File: src/rtl/addsub_pkg.sv
// -----------------------------------------------------------------------------
// addsub_pkg
// Shared definitions for the pipelined add/subtract unit:
//   - seg_w / nblk : geometry helpers used to size localparams
//   - cfg_ok       : legality check for (WIDTH, BLOCK, STAGES)
//   - flags_t      : condition flags presented with each result
// -----------------------------------------------------------------------------
package addsub_pkg;

  typedef struct packed {
    logic c;     // carry out of the MSB (subtract: 1 = no borrow)
    logic ovf;   // two's-complement overflow
    logic zero;  // result is all zeros
    logic neg;   // result MSB
  } flags_t;

  // Bits handled by one pipeline stage.
  function automatic int seg_w(input int width, input int stages);
    return width / stages;
  endfunction

  // Carry blocks per pipeline stage.
  function automatic int nblk(input int seg, input int block);
    return seg / block;
  endfunction

  // Every stage must hold a whole number of carry blocks.
  function automatic bit cfg_ok(input int width, input int block, input int stages);
    return (block >= 1) && (stages >= 1) && (width >= 1) &&
           ((width % (block * stages)) == 0);
  endfunction

endpackage

File: src/rtl/cla_block.sv
// -----------------------------------------------------------------------------
// cla_block
// BLOCK-bit generate/propagate adder slice.
//   a, b   : operand bits (b already inverted for subtract)
//   ci     : carry into bit 0
//   s      : sum bits
//   co     : carry out of bit BLOCK-1
//   c_msb  : carry into bit BLOCK-1 (XOR with co gives signed overflow when
//            this slice holds the word MSB)
// -----------------------------------------------------------------------------
module cla_block #(
  parameter int BLOCK = 4
) (
  input  logic [BLOCK-1:0] a,
  input  logic [BLOCK-1:0] b,
  input  logic             ci,
  output logic [BLOCK-1:0] s,
  output logic             co,
  output logic             c_msb
);

  logic [BLOCK-1:0] g;
  logic [BLOCK-1:0] p;
  logic [BLOCK:0]   c;

  assign g = a & b;
  assign p = a ^ b;

  // Unrolled by synthesis into the flat lookahead terms c[i+1] = g | p&c.
  always_comb begin
    // NOTE: c[0] is assigned first and the loop writes every higher bit, so
    // each bit of c is driven on every evaluation and no latch is inferred.
    c[0] = ci;
    for (int i = 0; i < BLOCK; i++) begin
      c[i+1] = g[i] | (p[i] & c[i]);
    end
  end

  assign s     = p ^ c[BLOCK-1:0];
  assign co    = c[BLOCK];
  assign c_msb = c[BLOCK-1];

endmodule

File: src/rtl/pipe_addsub.sv
// -----------------------------------------------------------------------------
// pipe_addsub
// Pipelined add/subtract unit with valid/ready on both sides.
//   Parameters: WIDTH (operand width), BLOCK (carry block size),
//               STAGES (pipeline register stages, 1..WIDTH/BLOCK)
//   Input side : i_valid / o_ready, operands i_va, i_vb, i_c0 (carry/borrow
//                in), i_sub (0 add, 1 subtract)
//   Output side: o_valid / i_ready, result o_v and flags o_c, o_ovf,
//                o_zero, o_neg (flags derived from the final stage registers)
//   Clock/reset: i_clk rising edge, i_rst_n asynchronous active-low
//
// The word is cut into STAGES segments. Stage k adds segment k using the
// carry registered by stage k-1; the untouched upper operand bits and the
// already finished lower result bits ride along in the stage registers.
// The whole pipe advances together whenever the output is empty or taken.
// -----------------------------------------------------------------------------
module pipe_addsub
  import addsub_pkg::*;
#(
  parameter int WIDTH  = 32,
  parameter int BLOCK  = 4,
  parameter int STAGES = 2
) (
  input  logic             i_clk,
  input  logic             i_rst_n,
  input  logic             i_valid,
  output logic             o_ready,
  input  logic [WIDTH-1:0] i_va,
  input  logic [WIDTH-1:0] i_vb,
  input  logic             i_c0,
  input  logic             i_sub,
  output logic             o_valid,
  input  logic             i_ready,
  output logic [WIDTH-1:0] o_v,
  output logic             o_c,
  output logic             o_ovf,
  output logic             o_zero,
  output logic             o_neg
);

  localparam int SEG  = seg_w(WIDTH, STAGES);
  localparam int NB   = nblk(SEG, BLOCK);
  localparam int LAST = STAGES - 1;

  if (!cfg_ok(WIDTH, BLOCK, STAGES)) begin : g_cfg_check
    $error("pipe_addsub: WIDTH must be a positive multiple of BLOCK*STAGES");
  end

  // A single advance for every stage: bubbles are only squeezed at the output.
  logic advance;
  assign advance = !o_valid || i_ready;
  assign o_ready = advance;

  for (genvar k = 0; k < STAGES; k++) begin : g_stg
    logic [WIDTH-1:0] a_in;
    logic [WIDTH-1:0] b_in;
    logic [WIDTH-1:0] r_in;
    logic             c_in;
    logic             v_in;

    logic [NB:0]      cc;     // carry chain through this stage's blocks
    logic [NB-1:0]    cm;     // carry into each block's top bit
    logic [SEG-1:0]   seg_s;
    logic [WIDTH-1:0] r_nx;

    logic             v_q;
    logic             c_q;
    logic             cm_q;
    logic [WIDTH-1:0] a_q;
    logic [WIDTH-1:0] b_q;
    logic [WIDTH-1:0] r_q;

    if (k == 0) begin : g_head
      // Subtract is A + ~B + !borrow, so both inversions happen once here.
      assign a_in = i_va;
      assign b_in = i_vb ^ {WIDTH{i_sub}};
      assign c_in = i_c0 ^ i_sub;
      assign r_in = '0;
      assign v_in = i_valid;
    end else begin : g_body
      assign a_in = g_stg[k-1].a_q;
      assign b_in = g_stg[k-1].b_q;
      assign c_in = g_stg[k-1].c_q;
      assign r_in = g_stg[k-1].r_q;
      assign v_in = g_stg[k-1].v_q;
    end

    assign cc[0] = c_in;

    for (genvar j = 0; j < NB; j++) begin : g_blk
      cla_block #(
        .BLOCK (BLOCK)
      ) u_cla (
        .a     (a_in[k*SEG + j*BLOCK +: BLOCK]),
        .b     (b_in[k*SEG + j*BLOCK +: BLOCK]),
        .ci    (cc[j]),
        .s     (seg_s[j*BLOCK +: BLOCK]),
        .co    (cc[j+1]),
        .c_msb (cm[j])
      );
    end

    // Merge this stage's segment into the result bits carried so far.
    always_comb begin
      r_nx = r_in;
      r_nx[k*SEG +: SEG] = seg_s;
    end

    always_ff @(posedge i_clk or negedge i_rst_n) begin
      if (!i_rst_n) begin
        // NOTE: data registers are cleared as well as the valid bit, so the
        // derived flags read as a clean zero result straight out of reset.
        v_q  <= 1'b0;
        c_q  <= 1'b0;
        cm_q <= 1'b0;
        a_q  <= '0;
        b_q  <= '0;
        r_q  <= '0;
      end else if (advance) begin
        // NOTE: non-blocking so every stage loads its predecessor's value
        // from before this edge, independent of block evaluation order.
        v_q <= v_in;
        // Bubbles move the valid bit only; payload registers keep their value.
        if (v_in) begin
          a_q  <= a_in;
          b_q  <= b_in;
          r_q  <= r_nx;
          c_q  <= cc[NB];
          cm_q <= cm[NB-1];
        end
      end
    end

    // Operand bits below the current segment, the last stage's operand copy
    // and the inner-block MSB carries are structurally dead; sink them here.
    logic unused_stg;
    assign unused_stg = ^{a_in, b_in, a_q, b_q, cm, cm_q};
  end

  flags_t flags;

  assign flags.c    = g_stg[LAST].c_q;
  assign flags.ovf  = g_stg[LAST].c_q ^ g_stg[LAST].cm_q;
  assign flags.zero = (g_stg[LAST].r_q == '0);
  assign flags.neg  = g_stg[LAST].r_q[WIDTH-1];

  assign o_valid = g_stg[LAST].v_q;
  assign o_v     = g_stg[LAST].r_q;
  assign o_c     = flags.c;
  assign o_ovf   = flags.ovf;
  assign o_zero  = flags.zero;
  assign o_neg   = flags.neg;

endmodule

File: config.mk
export PLATFORM = sky130hd
export DESIGN_NAME = pipe_addsub
export DESIGN_NICKNAME = d
export VERILOG_FILES = /design/src/rtl/addsub_pkg.sv /design/src/rtl/cla_block.sv /design/src/rtl/pipe_addsub.sv
export SDC_FILE = /design/constraint.sdc
export NUM_CORES = 1
export LEC_CHECK = 0
export CORE_ASPECT_RATIO = 1.1
export CORE_MARGIN = 3
export CORE_UTILIZATION = 53
export CTS_CLUSTER_DIAMETER = 120
export DETAILED_ROUTE_END_ITERATION = 12
export GPL_TIMING_DRIVEN = 0
export PLACE_DENSITY = 0.9
export SYNTH_ARGS = -nofsm -noshare
export SYNTH_HDL_FRONTEND = slang
export SYNTH_SLANG_ARGS = --single-unit
File: constraint.sdc
create_clock -name i_clk -period 13.1 [get_ports i_clk]
set_clock_uncertainty 0.1 [all_clocks]
set_input_delay 2.62 -clock i_clk [delete_from_list [all_inputs] [get_ports i_clk]]
set_output_delay 2.62 -clock i_clk [all_outputs]
set_load 0.02 [all_outputs]
# ---- Yosys cells after proc, flatten, opt, wreduce, memory -nomap -nowiden
# Cells that the tools add are included.
dict set report word_totals {
  regBits 117
  input_bits 70
  output_inout_bits 38
}
dict set report op_classes {
  bitwise 91
  n_reduce_logical 5
}
# op count
set op_table {}
lappend op_table {{XOR 4 bit} 16}
lappend op_table {{AND 1 bit} 32}
lappend op_table {{AND 4 bit} 8}
lappend op_table {{logical NOT 32 bit} 1}
lappend op_table {{OR 1 bit} 32}
lappend op_table {{XOR 32 bit} 1}
lappend op_table {{AND reduction 2 bit} 2}
lappend op_table {{XOR 1 bit} 2}
lappend op_table {{logical NOT 1 bit} 1}
lappend op_table {{logical OR 1 bit} 1}

# ---- Logic depth before layout (Yosys ltp)
# Gate-level depths: netlist of the first run.
dict set report logic_depth {
  ltp_word 34
  depth_mapped 22
}

# ---- Hierarchy
# Synthesis of the first run repeated with hierarchy kept, for this count alone.
dict set report hier_totals {
  hier_cells 344
  area_unflattened_um2 4566.9
}
# module instances cells_each area_each_um2 seq_area_each_um2
set by_module_without_submodules {}
lappend by_module_without_submodules {pipe_addsub 1 232 3626.0 2127.0}
lappend by_module_without_submodules {cla_block 8 14 117.6 0.0}

# ---- Worst setup path before layout of the first run
# OpenSTA, ideal clock, no wires.
dict set report synth_timing {
  path_type {input port to flip-flop}
  from {in i_sub}
  to {reg g_stg[0].r_q[15]}
  setup_ps 125
  arrival_ps 10266
  required_ps 12875
  slack_ps 2609
  cell_stages 22
  path_buffers 3
  path_cell_list {buf_2 -> buf_4 -> buf_4 -> xnor2_1 -> fa_1 -> fa_1 -> fa_1 -> fa_1 -> fa_1 -> fa_1 -> fa_1 -> fa_1 -> fa_1 -> fa_1 -> fa_1 -> fa_1 -> fa_1 -> fa_1 -> fa_1 -> inv_1 -> fa_1 -> mux2_2}
}
dict set report synth_via {
  elab_chain_len 33
  word_cells_on_any_way 41
}
# item line
set synth_lines {}
lappend synth_lines {{start: declaration} pipe_addsub.sv:31} ;# input logic i_sub,
lappend synth_lines {{XOR 32 bit} pipe_addsub.sv:76} ;# assign b_in = i_vb ^ {WIDTH{i_sub}};
lappend synth_lines {{XOR 4 bit} cla_block.sv:27} ;# assign p = a ^ b;
lappend synth_lines {{AND 1 bit} cla_block.sv:35} ;# c[i+1] = g[i] | (p[i] & c[i]);
lappend synth_lines {{OR 1 bit} cla_block.sv:35}
lappend synth_lines {{AND 1 bit} cla_block.sv:35}
lappend synth_lines {{OR 1 bit} cla_block.sv:35}
lappend synth_lines {{AND 1 bit} cla_block.sv:35}
lappend synth_lines {{OR 1 bit} cla_block.sv:35}
lappend synth_lines {{[18 not listed]} n/a}
lappend synth_lines {{AND 1 bit} cla_block.sv:35}
lappend synth_lines {{OR 1 bit} cla_block.sv:35}
lappend synth_lines {{AND 1 bit} cla_block.sv:35}
lappend synth_lines {{OR 1 bit} cla_block.sv:35}
lappend synth_lines {{AND 1 bit} cla_block.sv:35}
lappend synth_lines {{OR 1 bit} cla_block.sv:35}
lappend synth_lines {{XOR 4 bit *} cla_block.sv:39} ;# assign s = p ^ c[BLOCK-1:0];
lappend synth_lines {{named net g_stg[0].g_blk[3].u_cla.s[3]} cla_block.sv:17} ;# output logic [BLOCK-1:0] s,
lappend synth_lines {{end signal: assignment} pipe_addsub.sv:127} ;# r_q <= r_nx;
lappend synth_lines {{end: declaration} pipe_addsub.sv:71} ;# logic [WIDTH-1:0] r_q;
# The timed path passes the listed nets; every way through them passes the cells marked *.
# A chain may end at the register's enable or synchronous reset.

# ---- Final worst setup path of the first run
# Ends and elaborated chain as after synthesis.

==> results of run 1 <==
-- Yosys cell counts --
cell,number,area share (%)
dfrtp_1,85,49
mux2_2,60,15
inv_1,40,3.4
fa_1,32,15
xnor2_1,18,3.6
mux2i_1,17,3.9
xor2_1,16,3.2
nor4_1,8,1.1
buf_6,6,1.5
buf_2,4,0.46
buf_4,4,0.69
mux2_4,4,1.4
a21oi_1,2,0.23
a31oi_1,2,0.29
nand4_1,2,0.29
nand2_1,1,0.086
nand2_2,1,0.14
nand2_4,1,0.26
nand2b_1,1,0.14
nor2_1,1,0.086
o21ai_0,1,0.11
-- critical path: stages --
cell,delay [ps]
buf_2,180
buf_4,260
buf_4,250
xnor2_1,120
fa_1,420
fa_1,430
fa_1,440
fa_1,440
fa_1,430
fa_1,430
fa_1,430
fa_1,430
fa_1,430
fa_1,420
fa_1,430
fa_1,420
fa_1,430
fa_1,430
fa_1,400
inv_1,80
fa_1,430
mux2_2,270
-- flip-flops by register name, indices dropped and copies added, names as in the netlist --
name,flops
o_v,32
g_stg.a_q,16
g_stg.b_q,16
g_stg.r_q,16
g_stg.c_q,1
g_stg.v_q,1
g_stg.cm_q,1
o_c,1
o_valid,1
-- kinds of logic (layout without fill, tap and decap cells) --
| logic type | after synthesis | count (layout) | synth area share [%] |
|---|---|---|---|
| buf+inv | 54 | 177 | 6.14 |
| simple gates | 15 | 15 | 2.15 |
| xor+xnor | 34 | 34 | 6.83 |
| compound gates | 5 | 5 | 0.631 |
| fa+ha+maj | 32 | 32 | 14.7 |
| flops | 85 | 85 | 48.8 |
| mux | 81 | 81 | 20.8 |
-- metrics by stage --
stage	cell area (µm²)	cells	util, %
final	5810	537	73.0
after global routing	5810	537	73.0
after CTS	5810	537	73.0
after detailed placement	5580	521	70.2
after global placement	5560	520	69.8
after floorplan	4360	306	-
-- per-layer routing --
metal	part of all wire [%]	vias to the layer above	track usage (%)
met5	0	-	0
met4	3.1	0	9.14
met3	3.8	24	3.79
met2	55	68	38.8
met1	38	1370	24.2
li1	-	1230	-
-- area by class of cell --
| class | count | area [µm²] |
|---|---|---|
| Inverter | 40 | 150 |
| Sequential cell | 85 | 2130 |
| Timing Repair Buffer | 107 | 1090 |
| Multi-Input combinational cell | 167 | 1970 |
| Clock buffer | 13 | 159 |
| Clock inverter | 3 | 67.6 |
| Buffer | 14 | 118 |
| Tap cell | 108 | 135 |
| Fill cell | 523 | 2150 |
-- worst paths after layout --
kind	start	depth (start not counted)	endpoint
worst max-delay path	i_sub	22	g_stg[0].r_q[15]$_DFFE_PN0P_
worst min-delay path	g_stg[0].v_q$_DFFE_PN0N_	2	o_valid$_DFFE_PN0N_
worst max register to register	g_stg[0].b_q[16]$_DFFE_PN0P_	21	o_v[31]$_DFFE_PN0P_
worst min register to register	g_stg[0].v_q$_DFFE_PN0N_	2	o_valid$_DFFE_PN0N_
max in group asynchronous	i_rst_n	2	o_v[20]$_DFFE_PN0P_
min in group asynchronous	i_rst_n	1	o_c$_DFFE_PN0P_
-- power by group through the flow --
stage / sequential [mW] / combinational [mW] / clock, mW
CTS: 0.433 / 0.448 / 0.209
finish: 0.431 / 0.441 / 0.207
floorplan: 0.483 / 0.184 / 0
global route: 0.447 / 0.479 / 0.222
detailed placement: 0.437 / 0.445 / 0
global placement: 0.430 / 0.423 / 0
==> results.ini, run 1 <==
[global_route]
antenna_found_initial = 0
grt_pass1_wl_mm = 15.0
grt_max_degree = 66
track_usage_pct = 21.1
grt_pass1_vias = 2998
overflow = 0

[place]
place_hpwl_mm = 7.12
place_ws_ps = 2150
io_buffers = 106
gp_congestion = 0.780

[yosys]
yosysSeqAreaShare_pct = 48.8
syn_inst = 306
yosysWarnings = 0
synth-seq-cells = 85
synth_fp_nets = 408
synth_area_per_cell_um2 = 14.2
netlist_area_um2 = 4360
synth.distinct_cells = 21

[run_status]
status = finished, final reports clean

[worst_setup_path]
worst_ep_arrival_time_ps = 10620
crit_required_ps = 13230
critPathLaunchType = input port
critPathCaptureType = flop
crit_fanout = 10
critPathKind = in -> reg
r2r_slack_ps = 5900

[floorplanning]
rows = 34
die_x_um = 92.5
die-area_um2 = 9350
pin_count = 108
start_util_pct = 54.8
die_h_um = 101
core-area_um2 = 7960

[cts]
cts-root-buf = clkbuf_8
clk_path_buf_depth = 2
clk_latency_ps = 350
cts_tree = done
numCtsBuffers = 9
cts_htree_levels = 3
hold_buffers = 0
cts_setup_buffers = 0
clk_pin_slew_ps = 80
cts_sinks = 85
cts_resized = 0

[sta]
timing.fmax_mhz = 95.3
setup_violations = 0
min_period_ps = 10490
final.setup.worst_slack_ps = 2610
finalHoldViolations = 0
period_share_pct = 80.1
rsz0062_at_grt = false
drv_slew = 0
whs_ps = 403
worst_slew_pin_slew_ps = 460
final.setup.tns_ps = 0
slew_headroom_pct = 69.1

[detailed_routing]
ant_nets = 0
drcViolationCount = 0
post_drt_wl_per_cell_um = 17.0
wl_mm = 9.14
dr.pass1.iters = 4
drtIter0Drc = 66
vias = 2692
vias_per_cell = 5.01

[power]
p_total_mw = 1.08
leakage_nw = 2.58
p_comb_share_pct = 40.9
pwr-share-clk_pct = 19.2
irDropWorstVdd_mv = 0.0731
p_sw_mw = 0.363
p_int_mw = 0.716
p_per_area_nw_per_um2 = 186
power_frac_seq_pct = 40.0
switching_share_pct = 33.6

[finish]
area_growth_pct = 33.2
layout_commonest_cell = clkdlybuf4s50_1
layout_common_cells = clkdlybuf4s50_1, dfrtp_1, mux2_2, inv_1, fa_1
drive_above_1_share_pct = 22.4
nNetsFinal = 526
n_antenna_cell = 0

[flow_run]
drv_cap = 0

[min_path]
hp-class = reg -> reg

Note: power is estimated with default switching activity, not from simulation.
==> inputs of run 2 (changes only) <==
CORE_UTILIZATION = 50   (was 53)
PLACE_DENSITY = 0.86   (was 0.9)
clock period = 10.76 ns   (was 13.1 ns; I/O delays follow)
==> run 2 against run 1 <==
Compared with the run above:
- die area grew 5.6%
- largest cell class unchanged
- non-clock buffer count is the same
- global-route usage shrank 2.2 points
- largest power group unchanged
- worst setup slack lost 1900 ps
- critical path type unchanged
- core utilization shrank 4.3 points
- clock power grew 20%
- sequential cell count is the same
- register-to-register slack lost 2200 ps
- sequential power grew 21%
- highest routed layer unchanged
- critical endpoint unchanged
- clock-buffer cell count shrank 3
==> results.ini, run 2 (synthesis gave the netlist of run 1 again) <==
[finish]
layout_common_cells = clkdlybuf4s50_1, dfrtp_1, mux2_2, inv_1, fa_1
n_antenna_cell = 0  ; unchanged
layout_commonest_cell = clkdlybuf4s50_1
area_growth_pct = 33.2  ; about the same
nNetsFinal = 526  ; unchanged
fillCellCount = 576  ; +10%
largest_reg_flops = 32  ; unchanged
finalNonFillerCells = 540  ; +0.56%
drive_above_1_share_pct = 22.8  ; +0.47 points

[sta]
whs_ps = 393  ; -9.98 ps
slew_headroom_pct = 69.0  ; -0.11 points
setup_violations = 0  ; unchanged
min_period_ps = 10010
period_share_pct = 93.1
worst_slew_pin_slew_ps = 461  ; +1.60 ps
rsz0062_at_grt = false
finalHoldViolations = 0  ; unchanged
drv_slew = 0  ; unchanged
timing.fmax_mhz = 99.9
final.setup.tns_ps = 0  ; unchanged

[worst_setup_path]
critPathCaptureType = flop
crit_required_ps = 10890  ; -2340 ps
r2r_cells = 21  ; unchanged
crit_fanout = 10  ; unchanged
r2r_slack_ps = 3720  ; -2180 ps
critPathLaunchType = input port
worstReg2RegStart = g_stg[0].a_q[16]$_DFFE_PN0P_
r2r-end = o_v[31]$_DFFE_PN0P_
worst_ep_arrival_time_ps = 10140  ; -480 ps
critPathKind = in -> reg

[detailed_routing]
drcViolationCount = 0  ; unchanged
topRoutingLayerUsed = met4
drtIter0Drc = 37  ; -44%
vias = 2612  ; -3.0%
vias_per_cell = 4.84  ; -3.5%
wl_met1_mm = 3.44  ; -0.75%
ant_nets = 0  ; unchanged
post_drt_wl_per_cell_um = 15.8  ; -7.3%
dr_wl_met3_um = 261  ; -25%
wl_met2_mm = 4.68  ; -7.1%
wl_mm = 8.52  ; -6.8%
dr.pass1.iters = 4  ; unchanged

[power]
p_per_area_nw_per_um2 = 223  ; +20%
pwr-share-clk_pct = 19.1  ; about the same
p_int_mw = 0.862  ; +20%
irDropWorstVdd_mv = 0.0855  ; +17%
p_sw_mw = 0.434  ; +20%
power_frac_seq_pct = 40.2  ; +0.2 points
p_comb_share_pct = 40.6  ; -0.3 points
leakage_nw = 2.58  ; about the same
switching_share_pct = 33.5  ; -0.12 points

[cts]
clk_path_buf_depth = 2  ; unchanged
clk_pin_slew_ps = 80  ; about the same
cts_tree = done
cts_resized = 0  ; unchanged
numCtsBuffers = 9  ; unchanged
cts_htree_levels = 3  ; unchanged
cts_sinks = 85  ; unchanged
clk_latency_ps = 340  ; about the same
cts_setup_buffers = 0  ; unchanged
cts-root-buf = clkbuf_8
hold_buffers = 0  ; unchanged

[min_path]
whs_endpoint = o_valid$_DFFE_PN0N_
hp-class = reg -> reg
hp-start = g_stg[0].v_q$_DFFE_PN0N_
hold_path_depth = 2  ; unchanged

[floorplanning]
core-area_um2 = 8450  ; +6.2%
rows = 35  ; +2.9%
pin_count = 108  ; unchanged
start_util_pct = 51.6  ; -3.2 points
die-area_um2 = 9880  ; +5.6%
die_h_um = 104  ; +2.8%
die_x_um = 95.0  ; +2.8%

[global_route]
grt_pass1_wl_mm = 14.4  ; -4.3%
grt_pass1_vias = 2929  ; -2.3%
antenna_found_initial = 0  ; unchanged
overflow = 0  ; unchanged
track_usage_pct = 18.9  ; -2.2 points
grt_max_degree = 62  ; -6.1%

[place]
gp_congestion = 0.776  ; -0.53%
place_hpwl_mm = 6.84  ; -4.0%
io_buffers = 106  ; unchanged
placed_cells = 524  ; +0.58%

[flow_run]
drv_cap = 0  ; unchanged

[run_status]
status = finished, final reports clean

run 2: cell type report:
class	instances	area [µm²]	area share [%]
Timing Repair Buffer	107	1090	18.7
Sequential cell	85	2130	36.6
Clock inverter	6	86.3	1.49
Multi-Input combinational cell	167	1970	33.8
Inverter	40	150	2.58
Clock buffer	10	138	2.37
Buffer	14	118	2.02
Tap cell	111	139	2.39
run 2: power groups by stage:
stage                     Combinational (mW)  Clock [mW]  Sequential, mW
after floorplan                        0.224           0           0.588
after global placement                 0.515           0           0.525
after detailed placement               0.537           0           0.531
after CTS                              0.537       0.254           0.524
after global routing                   0.576       0.268           0.539
final                                  0.527       0.248           0.522
run 2: worst max-delay path by stage:
stage / start / end / slack [ps]
final: i_sub / g_stg[0].r_q[15]$_DFFE_PN0P_ / 750
after global routing: i_sub / g_stg[0].r_q[15]$_DFFE_PN0P_ / 370
after CTS: i_sub / g_stg[0].r_q[15]$_DFFE_PN0P_ / 670
after detailed placement: i_sub / g_stg[0].r_q[15]$_DFFE_PN0P_ / 300
after global placement: i_sub / g_stg[0].r_q[15]$_DFFE_PN0P_ / 410
after floorplan: i_sub / g_stg[0].r_q[15]$_DFFE_PN0P_ / 740
run 2: through the flow:
step,power [mW],worst slack (ps),util [%],area [µm²]
6_report,1.30,745,68.7,5810
5_1_grt,1.38,368,68.7,5810
4_1_cts,1.32,670,68.7,5810
3_5_place_dp,1.07,300,66.1,5590
3_3_place_gp,1.04,408,65.8,5560
2_1_floorplan,0.813,737,-,4360
run 2: routing by layer:
layer / vias up / track usage (%)
met3: 12 / 2.68
met2: 52 / 33.5
met5: - / 0
li1: 1224 / -
met1: 1324 / 23.3
met4: 0 / 6.49
run 2: worst max-delay path: stages:
cell and delay [ps]:
buf_2 190, buf_4 250, buf_4 250, xnor2_1 120, fa_1 430, fa_1 430
fa_1 440, fa_1 430, fa_1 430, fa_1 420, fa_1 420, fa_1 430
fa_1 430, fa_1 420, fa_1 420, fa_1 440, fa_1 430, fa_1 420
fa_1 400, inv_1 80, fa_1 410, mux2_2 260
